$ cat config.mk
export PLATFORM = sky130hd
export DESIGN_NAME = fetch_unit
export DESIGN_NICKNAME = d
export VERILOG_FILES = /design/src/rtl/rv32_pkg.sv /design/src/rtl/fetch_buf.sv /design/src/rtl/fetch_unit.sv
export SDC_FILE = /design/constraint.sdc
export NUM_CORES = 1
export LEC_CHECK = 0
export CORE_ASPECT_RATIO = 0.7
export CORE_MARGIN = 2
export CORE_UTILIZATION = 40
export DETAILED_ROUTE_END_ITERATION = 8
export GPL_TIMING_DRIVEN = 1
export MAX_ROUTING_LAYER = met4
export PLACE_DENSITY = 0.74
export SLEW_MARGIN = 20
export SYNTH_ARGS = -nofsm -noshare
export SYNTH_HDL_FRONTEND = slang
export SYNTH_SLANG_ARGS = --single-unit
$ cat constraint.sdc
create_clock -name clk -period 8.7 [get_ports clk]
set_input_delay 1.74 -clock clk [delete_from_list [all_inputs] [get_ports clk]]
set_output_delay 1.74 -clock clk [all_outputs]
set_load 0.01 [all_outputs]
$ cat src/rtl/rv32_pkg.sv
// rv32_pkg: shared RV32I constants, instruction field positions and the fetch queue payload.
// Pure definitions: no latency and no backpressure of its own.
// Imported by fetch_unit and fetch_buf users with import rv32_pkg::*.
package rv32_pkg;

  localparam int XLEN = 32;

  localparam logic [XLEN-1:0] DEFAULT_RESET_PC = 32'h0000_0000;
  localparam logic [XLEN-1:0] INSN_BYTES       = 32'd4;
  localparam logic [XLEN-1:0] NOP_INSN         = 32'h0000_0013;

  localparam int OPCODE_LSB = 0;
  localparam int OPCODE_W   = 7;
  localparam int FUN3_LSB   = 12;
  localparam int FUN3_W     = 3;
  localparam int FUN7_BIT   = 30;

  localparam logic [6:0] OP_LUI    = 7'h37;
  localparam logic [6:0] OP_AUIPC  = 7'h17;
  localparam logic [6:0] OP_JAL    = 7'h6f;
  localparam logic [6:0] OP_JALR   = 7'h67;
  localparam logic [6:0] OP_BRANCH = 7'h63;
  localparam logic [6:0] OP_LOAD   = 7'h03;
  localparam logic [6:0] OP_STORE  = 7'h23;
  localparam logic [6:0] OP_IMM    = 7'h13;
  localparam logic [6:0] OP_REG    = 7'h33;
  localparam logic [6:0] OP_FENCE  = 7'h0f;
  localparam logic [6:0] OP_SYSTEM = 7'h73;

  typedef struct packed {
    logic [XLEN-1:0] word;
    logic [XLEN-1:0] pc;
  } fetch_entry_t;

  function automatic logic [OPCODE_W-1:0] get_opcode(input logic [XLEN-1:0] w);
    return w[OPCODE_LSB +: OPCODE_W];
  endfunction

  function automatic logic [FUN3_W-1:0] get_fun3(input logic [XLEN-1:0] w);
    return w[FUN3_LSB +: FUN3_W];
  endfunction

  function automatic logic get_fun7(input logic [XLEN-1:0] w);
    return w[FUN7_BIT];
  endfunction

endpackage

$ cat src/rtl/fetch_buf.sv
// fetch_buf: 2-entry synchronous FIFO with flush and occupancy count, generic payload width.
// Latency: a push is visible at head_dat/count the cycle after it is accepted; no bypass.
// Backpressure: none internally; push when full is accepted only together with a pop.
module fetch_buf #(
  parameter int W = 32
) (
  input  logic         clk,
  input  logic         rst,
  input  logic         flush,
  input  logic         push_vld,
  input  logic [W-1:0] push_dat,
  input  logic         pop_vld,
  output logic [W-1:0] head_dat,
  output logic [1:0]   count
);

  logic [W-1:0] mem [2];
  logic         rd_ptr;
  logic         wr_ptr;
  logic         do_push;
  logic         do_pop;

  assign do_pop  = pop_vld && (count != 2'd0);
  assign do_push = push_vld && ((count != 2'd2) || do_pop);

  // Flush only rewinds pointers; stale payload is masked by count.
  always_ff @(posedge clk) begin
    if (rst) begin
      mem[0] <= '0;
      mem[1] <= '0;
      rd_ptr <= 1'b0;
      wr_ptr <= 1'b0;
      count  <= 2'd0;
    end else if (flush) begin
      rd_ptr <= 1'b0;
      wr_ptr <= 1'b0;
      count  <= 2'd0;
    end else begin
      if (do_push) begin
        mem[wr_ptr] <= push_dat;
        wr_ptr      <= ~wr_ptr;
      end
      if (do_pop) begin
        rd_ptr <= ~rd_ptr;
      end
      count <= count + {1'b0, do_push} - {1'b0, do_pop};
    end
  end

  assign head_dat = mem[rd_ptr];

endmodule

$ cat src/rtl/fetch_unit.sv
// fetch_unit: RV32I fetch front end (PC, imem request channel, 2-entry instruction queue, decode slices).
// Latency: request t, response t+1, inst_valid t+2; redirect at t gives a request to the target at t+1.
// Backpressure: requests stall while in-flight + buffered reach 2; responses never stall. Option: FETCH_MISALIGN_CHECK_EN.
module fetch_unit
  import rv32_pkg::*;
#(
  parameter logic [XLEN-1:0] RESET_PC = DEFAULT_RESET_PC
) (
  input  logic            clk,
  input  logic            rst,
  output logic            imem_req_valid,
  input  logic            imem_req_ready,
  output logic [XLEN-1:0] imem_req_addr,
  input  logic            imem_rsp_valid,
  input  logic [XLEN-1:0] imem_rsp_data,
  input  logic            redirect_valid,
  input  logic [XLEN-1:0] redirect_pc,
`ifdef FETCH_MISALIGN_CHECK_EN
  output logic            misalign_err,
`endif
  output logic            inst_valid,
  input  logic            inst_ready,
  output logic [XLEN-1:0] inst,
  output logic [XLEN-1:0] inst_pc,
  output logic [6:0]      opcode,
  output logic [2:0]      fun3,
  output logic            fun7
);

  logic [XLEN-1:0] pc_q;
  logic [1:0]      discard_q;
  logic [1:0]      inflight;
  logic [1:0]      inst_cnt;
  logic [XLEN-1:0] req_pc_head;
  fetch_entry_t    rsp_entry;
  fetch_entry_t    inst_head;
  logic            fetch_halt;
  logic            credit_ok;
  logic            req_fire;
  logic            rsp_drop;
  logic            rsp_push;
  logic            inst_pop;

`ifdef FETCH_MISALIGN_CHECK_EN
  always_ff @(posedge clk) begin
    if (rst) begin
      misalign_err <= 1'b0;
    end else if (redirect_valid) begin
      misalign_err <= (redirect_pc[1:0] != 2'b00);
    end
  end

  assign fetch_halt    = misalign_err;
  assign imem_req_addr = pc_q;
`else
  assign fetch_halt    = 1'b0;
  assign imem_req_addr = {pc_q[XLEN-1:2], 2'b00};
`endif

  // Discarded responses still count against credit until they return.
  assign credit_ok      = ({1'b0, inflight} + {1'b0, inst_cnt}) < 3'd2;
  assign imem_req_valid = !rst && !redirect_valid && !fetch_halt && credit_ok;
  assign req_fire       = imem_req_valid && imem_req_ready;

  assign rsp_drop  = redirect_valid || (discard_q != 2'd0);
  assign rsp_push  = imem_rsp_valid && !rsp_drop;
  assign inst_pop  = inst_valid && inst_ready && !redirect_valid;
  assign rsp_entry = '{word: imem_rsp_data, pc: req_pc_head};

  // Its occupancy is the in-flight count; never flushed, since every request gets exactly one response.
  fetch_buf #(
    .W(XLEN)
  ) u_req_pc_q (
    .clk      (clk),
    .rst      (rst),
    .flush    (1'b0),
    .push_vld (req_fire),
    .push_dat (imem_req_addr),
    .pop_vld  (imem_rsp_valid),
    .head_dat (req_pc_head),
    .count    (inflight)
  );

  fetch_buf #(
    .W($bits(fetch_entry_t))
  ) u_inst_q (
    .clk      (clk),
    .rst      (rst),
    .flush    (redirect_valid),
    .push_vld (rsp_push),
    .push_dat (rsp_entry),
    .pop_vld  (inst_pop),
    .head_dat (inst_head),
    .count    (inst_cnt)
  );

  always_ff @(posedge clk) begin
    if (rst) begin
      pc_q      <= RESET_PC;
      discard_q <= 2'd0;
    end else if (redirect_valid) begin
      pc_q      <= redirect_pc;
      discard_q <= inflight - {1'b0, imem_rsp_valid};
    end else begin
      if (req_fire) begin
        pc_q <= pc_q + INSN_BYTES;
      end
      if (imem_rsp_valid && (discard_q != 2'd0)) begin
        discard_q <= discard_q - 2'd1;
      end
    end
  end

  assign inst_valid = (inst_cnt != 2'd0);
  assign inst       = inst_valid ? inst_head.word : '0;
  assign inst_pc    = inst_valid ? inst_head.pc : '0;
  assign opcode     = get_opcode(inst);
  assign fun3       = get_fun3(inst);
  assign fun7       = get_fun7(inst);

endmodule

==> flow_summary.toml <==
[synthesis]
avgSynthCellArea_um2 = 11.69
synth_edf_count = 184
syn_area_mm2 = 0.01052
synth_cell_types = 61
yosys_warnings = 0
synth-seq-cells = 226
ys_async_sr_fraction_pct = 0
synth-seq-area-share_pct = 60.51
synth_top_flop_cell = "edfxtp_1"
netlist_instances = 900

[power_and_ir_drop]
power_density_mw_per_mm2 = 202.5
leakage_nw = 4.503
power_mw = 2.677
ir_drop_mv = 0.1509

[setup_path]
path_depth = 5
worstSetupStartpointType = "primary input"
r2r_start = "u_inst_q.count[0]"
r2r_cells = 9
slowest_stage = "or4_4"
worstSetupPathType = "primary input to output port"
critPathMaxFanout = 50
path_cells = "clkdlybuf4s50_1 > buf_4 > or4_4 > inv_1 > clkdlybuf4s50_1"
critPathTopFamily = "buffers and inverters"
cp_common_cell = "clkdlybuf4s50_1"
path_buf_inv = 4
cp-end-kind = "output port"
critPathArrivalTime_ns = 3.92
rrSetupSlack_ns = 5.33
worstPathRequired_ns = 6.96
r2r-end = "u_req_pc_q.mem[1][9]"
max_stage_delay_ns = 0.69

[worst_hold_path]
min-delay-start = "u_req_pc_q.rd_ptr"
min_path_cells = 2
hold_path_end = "u_req_pc_q.rd_ptr"
hp-class = "register to register"

[floorplan]
dieArea_mm2 = 0.02764
rows = 49
coreArea_mm2 = 0.02575
dieWidth_um = 197.8
start_util_pct = 40.86
fp.dieH_um = 139.7
io_pins = 179

[timing]
fmax_ghz = 0.1766
clock_skew_ns = 0.01614
post-route-min-period_ns = 5.664
setup_slack_ns = 3.036
hold_viol = 0
finalCritPeriodShare_pct = 65.10
rsz0062_at_grt = "false"
relSlewSlack_pct = 25.41
setup_viol = 0
whs_ns = 0.5173
worst_pin_slew_ns = 1.119
fin_setup_tns_ns = 0
slew_viol_final = 0

[placed_design]
dp_slack_ns = 3.053
placement.io_buffers = 172
gp_congestion = 0.8122
dp_hpwl_um = 15620

[routing]
drtIter0Drc = 524
wl_um = 24380
wl_per_cell_um = 17.57
vias = 7207
drc = 0
drtAntennaViolNets = 0
viasPerCell = 5.192
firstDrtPassIters = 5

[grt]
met1_usage_pct = 26.32
grt_antenna_before_repair = 0
grt_max_degree = 63
grt_pass1_vias = 6890
met2_usage_pct = 25.70
grt_overflow = 0
grt_usage_pct = 17.90
grt_pass1_wl_um = 37740
met3_usage_pct = 3.417
busiest_layer = "met1"

[cts]
clk_pin_slew_ns = 0.06
post_cts_resized = 0
tritoncts = "done"
cts_buffer_depth = 3
cts_root_buf = "clkbuf_16"
cts_num_sinks = 226
insertion_delay_ns = 0.51
holdBufCountCts = 0
numCtsBuffers = 25
cts_max_level = 1
cts_setup_buffers = 0

[final_layout]
synthToLayoutAreaGrowth_pct = 25.60
final_layout_size_suffix_gt1_share_pct = 6.055
fin_nets = 1116
fin_util_pct = 51.32
num_antenna_cells = 0

[run]
drv_cap = 0

[run_status]
status = "finished clean"
## layout make-up
type	instances	area, um^2
fillers	2227	12530
flip-flops and latches	226	6370
multi-input cells	577	3760
repair buffers	185	1814
clock buffers	32	651.9
well taps	331	414.1
clock inverters	13	115.1
inverters	24	90.09
## how the worst max path moves through the flow
stage | to | start
2_1_floorplan | u_inst_q.mem[0][10] | inst_ready
3_3_place_gp | imem_req_valid | redirect_valid
3_5_place_dp | imem_req_valid | redirect_valid
4_1_cts | imem_req_valid | redirect_valid
5_1_grt | imem_req_valid | redirect_valid
6_report | imem_req_valid | redirect_valid
## kinds of logic after synthesis
logic type | synth area share [%]
AND/OR/NAND/NOR | 18.88
flip-flops | 60.51
buffers and inverters | 4.233
multiplexers | 8.848
AO/OA/AOI/OAI | 5.256
XOR/XNOR | 1.332
adder cells (fa/ha/maj) | 0.9038
other | 0.03564
## power by group
part	total (mW)	leakage, nW	internal (mW)	switching, mW
registers	1.31	2.26	1.26	0.0524
clock network	0.997	0.373	0.588	0.409
logic	0.371	1.87	0.164	0.207
total	2.68	4.50	2.01	0.669
## synthesized netlist by cell type, types with 5 or more instances
cell type,count,area share (%)
a2111oi_0,5,0.42
a211oi_1,10,0.71
a21oi_1,8,0.38
a311oi_1,5,0.42
a31oi_1,5,0.30
and2_1,107,6.4
buf_1,10,0.36
buf_2,5,0.24
buf_4,15,1.1
clkbuf_1,45,1.6
dfxtp_1,42,8.0
edfxtp_1,184,53
ha_1,6,0.71
inv_1,23,0.82
mux2i_1,93,8.8
nand2_1,13,0.46
nand3_1,14,0.67
nand4_1,8,0.48
nor2_1,165,5.9
nor2b_1,6,0.36
nor3_1,30,1.4
nor4_1,12,0.71
o31ai_1,6,0.43
o41a_1,5,0.54
xnor2_1,12,1.0
## worst register-to-register path, stage by stage, from the launching register on
cell,delay [ns]
dfxtp_1,0.40
inv_1,0.09
nor2_1,0.13
fa_1,0.43
or4_4,0.59
inv_1,0.19
o311ai_2,0.12
buf_4,0.24
nor2_1,0.16
or2_2,0.63
## placed cells by master (no fill, tap or decap), types with 7 or more instances in the layout
cell type / instances
a21oi_1: 8
nor3_1: 29
nand4_1: 8
nor2_1: 164
buf_4: 13
nor4_1: 12
dfxtp_1: 41
xnor2_1: 12
clkbuf_16: 25
inv_1: 23
and2_1: 107
clkdlybuf4s50_1: 171
clkbuf_1: 7
nand3_1: 14
a211oi_1: 10
edfxtp_1: 184
mux2i_1: 93
nand2_1: 13
## routing by layer
layer | part of all wire [%] | up-vias
met3 | 7.4 | 25
met2 | 44 | 265
met5 | 0 | -
met4 | 1.4 | 0
li1 | - | 3474
met1 | 47 | 3443
## state kept, by name, indices dropped and copies added, names as in the netlist, named ones only
| signal | count |
|---|---|
| discard_q | 2 |
| pc_q | 30 |
| u_req_pc_q.count | 2 |
| u_req_pc_q.mem | 60 |
| u_inst_q.mem | 124 |
| u_req_pc_q.rd_ptr | 1 |
| u_inst_q.rd_ptr | 1 |
| u_inst_q.wr_ptr | 1 |
| u_inst_q.count | 2 |
| u_req_pc_q.wr_ptr | 1 |
## through the flow
| step | instances | area [um^2] |
|---|---|---|
| floorplan | 903 | 10530 |
| global placement | 1343 | 12450 |
| detailed placement | 1343 | 12450 |
| CTS | 1388 | 13210 |
| global route | 1388 | 13220 |
| finish | 1388 | 13220 |
(Power assumes the default switching activity.)
